==> src/rtl/seq_shift_add_multplr.sv <==
// Sequential shift-and-add multiplier.
// One partial product is accumulated per clock; a start/busy/done handshake
// launches an operation and a registered product holds the last result.
// SIGNED=1 multiplies magnitudes and restores the sign on the final write.
module seq_shift_add_multplr #(
  parameter int WIDTH  = 8,
  parameter bit SIGNED = 1'b0
) (
  input  logic                 clk,
  input  logic                 clr,
  input  logic                 start,
  input  logic [WIDTH-1:0]     a,
  input  logic [WIDTH-1:0]     b,
  output logic                 busy,
  output logic                 done,
  output logic [2*WIDTH-1:0]   product
);

  // Counter must hold the value WIDTH itself.
  localparam int CNT_W = $clog2(WIDTH + 1);

  typedef enum logic {
    IDLE = 1'b0,
    RUN  = 1'b1
  } state_t;

  state_t                state_q, state_d;
  logic [CNT_W-1:0]      cnt_q, cnt_d;
  logic [WIDTH-1:0]      mcand_q, mcand_d;
  logic [WIDTH-1:0]      mplier_q, mplier_d;
  logic [WIDTH-1:0]      acc_q, acc_d;
  logic                  neg_q, neg_d;
  logic [2*WIDTH-1:0]    product_q, product_d;
  logic                  done_q, done_d;

  logic [WIDTH:0]        sum;
  logic [WIDTH-1:0]      acc_shift;
  logic [WIDTH-1:0]      mplier_shift;
  logic                  last;

  // Unsigned magnitude of an operand; the most negative value maps to
  // 2^(WIDTH-1), which still fits in WIDTH unsigned bits.
  function automatic logic [WIDTH-1:0] magnitude(input logic [WIDTH-1:0] v);
    if (SIGNED && v[WIDTH-1]) begin
      return -v;
    end
    return v;
  endfunction

  // Restore the sign of the result; negating zero yields zero, so there is
  // no negative-zero case.
  function automatic logic [2*WIDTH-1:0] apply_sign(input logic [2*WIDTH-1:0] mag,
                                                    input logic              neg);
    if (neg) begin
      return -mag;
    end
    return mag;
  endfunction

  // Partial-product adder and the one-bit right shift of {carry, acc, mplier}.
  always_comb begin
    sum          = {1'b0, acc_q} + (mplier_q[0] ? {1'b0, mcand_q} : {(WIDTH+1){1'b0}});
    acc_shift    = sum[WIDTH:1];
    mplier_shift = {sum[0], mplier_q[WIDTH-1:1]};
    last         = (cnt_q == CNT_W'(1));
  end

  // State register.
  always_ff @(posedge clk) begin
    if (clr) begin
      state_q <= IDLE;
    end else begin
      state_q <= state_d;
    end
  end

  // Next-state logic: start is only honoured in IDLE, RUN lasts WIDTH cycles.
  always_comb begin
    state_d = state_q;
    case (state_q)
      IDLE:    if (start) state_d = RUN;
      RUN:     if (last)  state_d = IDLE;
      default: state_d = IDLE;
    endcase
  end

  // Outputs decoded from state and registered datapath values.
  always_comb begin
    busy    = (state_q == RUN);
    done    = done_q;
    product = product_q;
  end

  // Datapath next-state: load on accept, accumulate/shift in RUN, write
  // the product only on the last RUN edge so it is stable during RUN.
  always_comb begin
    mcand_d   = mcand_q;
    mplier_d  = mplier_q;
    acc_d     = acc_q;
    neg_d     = neg_q;
    cnt_d     = cnt_q;
    product_d = product_q;
    done_d    = 1'b0;
    case (state_q)
      IDLE: begin
        if (start) begin
          mcand_d  = magnitude(a);
          mplier_d = magnitude(b);
          neg_d    = SIGNED ? (a[WIDTH-1] ^ b[WIDTH-1]) : 1'b0;
          acc_d    = '0;
          cnt_d    = CNT_W'(WIDTH);
        end
      end
      RUN: begin
        acc_d    = acc_shift;
        mplier_d = mplier_shift;
        cnt_d    = cnt_q - CNT_W'(1);
        if (last) begin
          product_d = apply_sign({acc_shift, mplier_shift}, neg_q);
          done_d    = 1'b1;
        end
      end
      default: begin
        done_d = 1'b0;
      end
    endcase
  end

  // Datapath registers; clr discards any in-flight partial result.
  always_ff @(posedge clk) begin
    if (clr) begin
      mcand_q   <= '0;
      mplier_q  <= '0;
      acc_q     <= '0;
      neg_q     <= 1'b0;
      cnt_q     <= '0;
      product_q <= '0;
      done_q    <= 1'b0;
    end else begin
      mcand_q   <= mcand_d;
      mplier_q  <= mplier_d;
      acc_q     <= acc_d;
      neg_q     <= neg_d;
      cnt_q     <= cnt_d;
      product_q <= product_d;
      done_q    <= done_d;
    end
  end

endmodule

==> config.mk <==
export PLATFORM = sky130hd
export DESIGN_NAME = seq_shift_add_multplr
export DESIGN_NICKNAME = d
export VERILOG_FILES = /design/src/rtl/seq_shift_add_multplr.sv
export SDC_FILE = /design/constraint.sdc
export NUM_CORES = 1
export LEC_CHECK = 0
export CAP_MARGIN = 40
export CORE_MARGIN = 3
export CORE_UTILIZATION = 49
export CTS_BUF_LIST = sky130_fd_sc_hd__clkbuf_4
export DETAILED_ROUTE_END_ITERATION = 16
export PLACE_DENSITY = 0.86
export SLEW_MARGIN = 20
export SYNTH_ARGS = -nofsm -noshare
export SYNTH_HDL_FRONTEND = slang
export SYNTH_SLANG_ARGS = --single-unit
==> constraint.sdc <==
create_clock -name clk -period 1.83 [get_ports clk]
set_input_delay 0.366 -clock clk [delete_from_list [all_inputs] [get_ports clk]]
set_output_delay 0.366 -clock clk [all_outputs]
set_load 0.02 [all_outputs]
Word level (Yosys, flattened, before mapping)
Cells that the tools add are included.
{"block": "op_classes", "n_reduce_logical": 3, "n_eq_ne": 2, "muxes": 14, "add_sub_neg": 2, "n_bitwise": 1}
{"cell": "8-bit one-hot mux with 2 select lines", "count": 2}
{"cell": "8-bit two-way mux", "count": 3}
{"cell": "16-bit two-way mux", "count": 1}
{"cell": "8-bit by 8-bit adder with 9-bit output", "count": 1}
{"cell": "4-bit one-hot mux with 2 select lines", "count": 1}
{"cell": "1-bit two-way mux", "count": 5}
{"cell": "4-bit by 1-bit equality test with 1-bit output, second input constant", "count": 1}
{"cell": "4-bit two-way mux", "count": 1}
{"cell": "2-bit AND reduction", "count": 2}
{"cell": "4-bit by 1-bit subtractor with 4-bit output, second input constant", "count": 1}
{"cell": "2-bit != test, second input constant", "count": 1}
{"cell": "1-bit one-hot mux with 2 select lines", "count": 1}
{"cell": "2-bit OR reduction", "count": 1}
{"cell": "1-bit NOT", "count": 1}
{"block": "totals", "ff_bits": 46, "in_bits": 19}

Longest topological paths before layout
{"block": "logic_depth", "ltp_word": 4, "mapped_depth": 7, "mapped_depth_nobuf": 7}

Worst setup path before layout
No wires, ideal clock.
{"block": "synth_path", "kind": "register to register", "startpoint": "register mplier_q[0]", "endpoint": "register product_q[13] (netlist: product[13])", "path_slack_ns": -0.043, "arrival_time_ns": 1.743, "n_path_buf": 0, "stages_incl_launch_ff": 8, "path_cell_list": "dfxtp_1 > and2_1 > ha_1 > fa_1 > a21o_1 > a221oi_2 > xor2_1 > o31ai_1"}
{"block": "synth_via", "elab_chain_len": 3}
{"element": "from (decl)", "line_no": "30", "text": "logic [WIDTH-1:0] mplier_q, mplier_d;"}
{"element": "from (signal assigned)", "line_no": "141", "text": "mplier_q <= mplier_d;"}
{"element": "8-bit two-way mux", "line_no": "62", "text": "sum = {1'b0, acc_q} + (mplier_q[0] ? {1'b0, mcand_q} : {(WIDTH+1){1'b0}});"}
{"element": "8-bit by 8-bit adder with 9-bit output", "line_no": "62"}
{"element": "16-bit two-way mux", "line_no": "57", "text": "return mag;"}
{"element": "to (signal assigned)", "line_no": "145", "text": "product_q <= product_d;"}
{"element": "to (decl)", "line_no": "33", "text": "logic [2*WIDTH-1:0] product_q, product_d;"}
No other way between the ends. The select of a mux whose other input is x is not followed.
A chain may end at the register's enable or synchronous reset.

Worst setup path after layout
{"block": "layout_path", "startpoint": "register mplier_q[0]", "endpoint": "register product_q[11] (netlist: product[11])"}
The elaborated chain is that of the path after synthesis.

==> flow_metrics.py <==
metrics = {
    "floorplan": {
        "num_rows": 23,
        "initial_utilization_pct": 52.6,
        "core_area_um2": 4170,
        "io_pins": 37,
        "die_w_um": 72.9,
        "die_area_um2": 5320,
        "die_h_um": 72.9,
    },
    "worst_setup_path": {
        "cpPeakStageDelay_ns": 0.38,
        "cp-end-kind": "register",
        "r2r-start": "mplier_q[0]$_SDFFE_PP0P_",
        "r2r-end": "product[11]$_SDFFE_PP0P_",
        "critical_path_required_ns": 2.09,
        "start_kind": "register",
        "r2r_slack_ns": -0.12,
        "path_buf_inv": 1,
        "worstPathArrival_ns": 2.21,
        "critPathSlowestCell": "dfxtp_4",
        "cp_top_family": "adder cells",
        "ff2ff_path_depth": 8,
        "path_cells": "and2_4 > ha_4 > fa_2 > a21o_1 > buf_4 > a21oi_2 > xor2_1 > o31ai_1",
        "critical_path_class": "reg -> reg",
        "cp_max_fo": 6,
    },
    "route": {
        "first_iter_violations": 171,
        "viasPerCell": 5.45,
        "wirelength_um": 5080,
        "first_pass_iters": 4,
        "ant_nets": 0,
        "wl_per_cell_um": 14.5,
        "vias": 1914,
        "drc_errors": 0,
    },
    "finish": {
        "multiInputGateArea_um2": 1330,
        "fin_util_pct": 70.1,
        "seq_area_um2": 925,
        "n_fill_cell": 321,
        "final_cell_area_um2": 2930,
        "area_delta_synth_final_pct": 33.4,
        "fin_nets": 330,
        "diodes": 0,
        "drive_gt1_share_pct": 17.9,
    },
    "pwr": {
        "cellPowerDensity_nw_per_um2": 661,
        "p_total_mw": 1.94,
        "p_leak_nw": 1.12,
        "vdd_drop_max_mv": 0.414,
    },
    "run": {
        "timing.max_cap.violations": 0,
    },
    "sta": {
        "hold_violations": 0,
        "drv_slew": 0,
        "rsz0062_at_grt": "yes",
        "setup_ws_ns": -0.123,
        "skew_ns": 0.0120,
        "tightest_slew_ns": 0.303,
        "finalSetupViolCount": 6,
        "timing.final.crit_share_pct": 107,
        "max_freq_ghz": 0.512,
        "fin_crit_ns": 1.95,
        "max-slew-margin-rel_pct": 79.7,
    },
    "synth": {
        "synth_nets": 282,
        "async_reset_ff_share_pct": 0,
        "synth_cells": 252,
        "synth_area_leaders": "dfxtp_1 (42%), mux2i_1 (7.8%), nor2_1 (6.2%)",
        "yosysTopAreaCellShare_pct": 42.0,
        "yosys_warnings": 0,
        "syn_area_per_cell_um2": 8.71,
        "synthesis.area_um2": 2190,
        "yosysSeqAreaShare_pct": 42.0,
        "synth_flop_cell": "dfxtp_1",
        "synth_edf_count": 0,
        "ys_seq_elements": 46,
        "yosysUniqueCellTypes": 36,
        "synth_top_cell_by_area": "dfxtp_1",
    },
    "status": {
        "outcome": "complete, but fails checks",
        "violations": "setup timing",
    },
    "place": {
        "dpl.hpwl_um": 3490,
        "io_buffers": 36,
        "place_area_um2": 2690,
        "globalplace.congestion": 0.894,
    },
    "worst_hold_path": {
        "worstHoldEndpoint": "product[4]$_SDFFE_PP0P_",
        "min_path_type": "reg -> reg",
        "min_from": "product[4]$_SDFFE_PP0P_",
        "hold_path_depth": 2,
    },
    "clocking": {
        "clock_latency_ns": 0.36,
        "cts_tree": "done",
        "clk_pin_slew_ns": 0.14,
        "htree_levels": 2,
        "cts_root_buf": "clkbuf_4",
        "cts_buffer_depth": 2,
        "numCtsBuffers": 5,
        "cts.sinks": 46,
        "hold_buffers": 0,
    },
    "global_routing": {
        "antenna_found_initial": 0,
        "grt_pass1_wl_um": 8110,
        "track_usage_pct": 19.2,
        "grt_pass1_vias": 1748,
        "grt_overflow": 0,
        "grt_max_degree": 31,
    },
}
## cell usage after synthesis (7+ instances only)
cell type	count
dfxtp_1	46
nor2_1	36
a21oi_1	26
nand2_1	25
mux2i_1	17
nand3b_1	12
ha_1	10
clkbuf_1	9
o21ai_0	9
and2_1	8
buf_2	7
## repair_timing
item,4_1_cts,5_1_grt
endpoints found under the setup margin,7,10
pin swaps,3,7
endpoints found under the hold margin,0,0
buffers inserted,1,3
resized for setup,8,18
cloned,0,0
## power by group
group / switching [mW] / internal [mW] / total (mW)
clock: 0.337 / 0.283 / 0.621
sequential: 0.0281 / 1.04 / 1.06
combinational: 0.121 / 0.130 / 0.251
## metrics by stage
step | cells | hold WS [ns] | setup WS (ns) | TNS [ns]
6_report | 351 | 0.462 | -0.123 | -0.386
5_1_grt | 351 | 0.480 | -0.217 | -1.06
4_1_cts | 348 | 0.464 | -0.0324 | -0.0553
3_5_place_dp | 339 | 0.445 | -0.0915 | -0.364
3_3_place_gp | 339 | 0.441 | -0.0430 | -0.0956
2_1_floorplan | 252 | 0.445 | 0.0149 | 0
## tightest hold or removal path, delay by kind of cell (launching register included)
kind,cells,cell delay [ns]
simple gates,1,0.05
flops,1,0.34
compound gates,1,0.05
## worst max-delay path by stage
stage / startpoint / to / slack, ns / cells past startpoint
after floorplan: mplier_q[0]$_SDFFE_PP0P_ / product[13]$_SDFFE_PP0P_ / 0.01 / 7
after global placement: mplier_q[0]$_SDFFE_PP0P_ / acc_q[5]$_SDFFE_PP0P_ / -0.04 / 7
after detailed placement: mplier_q[0]$_SDFFE_PP0P_ / acc_q[5]$_SDFFE_PP0P_ / -0.09 / 7
after CTS: mplier_q[0]$_SDFFE_PP0P_ / acc_q[5]$_SDFFE_PP0P_ / -0.03 / 7
after global routing: mplier_q[0]$_SDFFE_PP0P_ / product[13]$_SDFFE_PP0P_ / -0.22 / 7
final: mplier_q[0]$_SDFFE_PP0P_ / product[11]$_SDFFE_PP0P_ / -0.12 / 8
## kinds of logic after synthesis
family,Yosys count,share of synthesized area [%]
XOR/XNOR,3,1.20
flip-flops,46,42.0
AO/OA/AOI/OAI,49,14.0
buffers and inverters,18,3.48
AND/OR/NAND/NOR,107,24.5
adder cells (fa/ha/maj),11,6.61
multiplexers,18,8.27
## sequential cells by signal, summed over array words and instances, names as in the netlist
signal and count:
mcand_q 8, product 16, mplier_q 8, acc_q 8
cnt_q 4, busy 1, done 1
## layout by cell type (no fill, tap or decap), drive strengths merged, types with 2 or more instances in the layout
master	synthesis	routed
buf	7	21
and2	8	8
mux2i	17	17
a211oi	2	2
nor3b	5	5
ha	10	10
inv	2	2
clkbuf	9	5
clkinv	0	2
nand3b	12	12
o21ai	9	9
a21oi	27	27
or4	3	3
nand2	25	25
o31ai	2	2
nor2b	2	2
nand2b	3	3
clkdlybuf4s50	0	35
nor3	6	6
nand3	5	5
xor2	3	3
nor2	36	36
a21o	2	2
dfxtp	46	46
## layout make-up
cell class                      count  share of cell area (%)
Sequential cell                    46                    31.6
Multi-Input combinational cell    188                    45.3
Timing Repair Buffer               57                    18.1
Tap cell                           50                    2.14
Clock inverter                      3                    1.37
Inverter                            2                   0.257
Clock buffer                        5                    1.28
## layer usage
layer	track usage [%]	vias to the layer above	wire length, um
met5	0	-	0
met2	31.0	55	2480
met3	3.44	11	238
met4	7.17	0	79
met1	25.7	881	2280
li1	-	967	-
No activity file was read; power rests on OpenSTA's default activity.
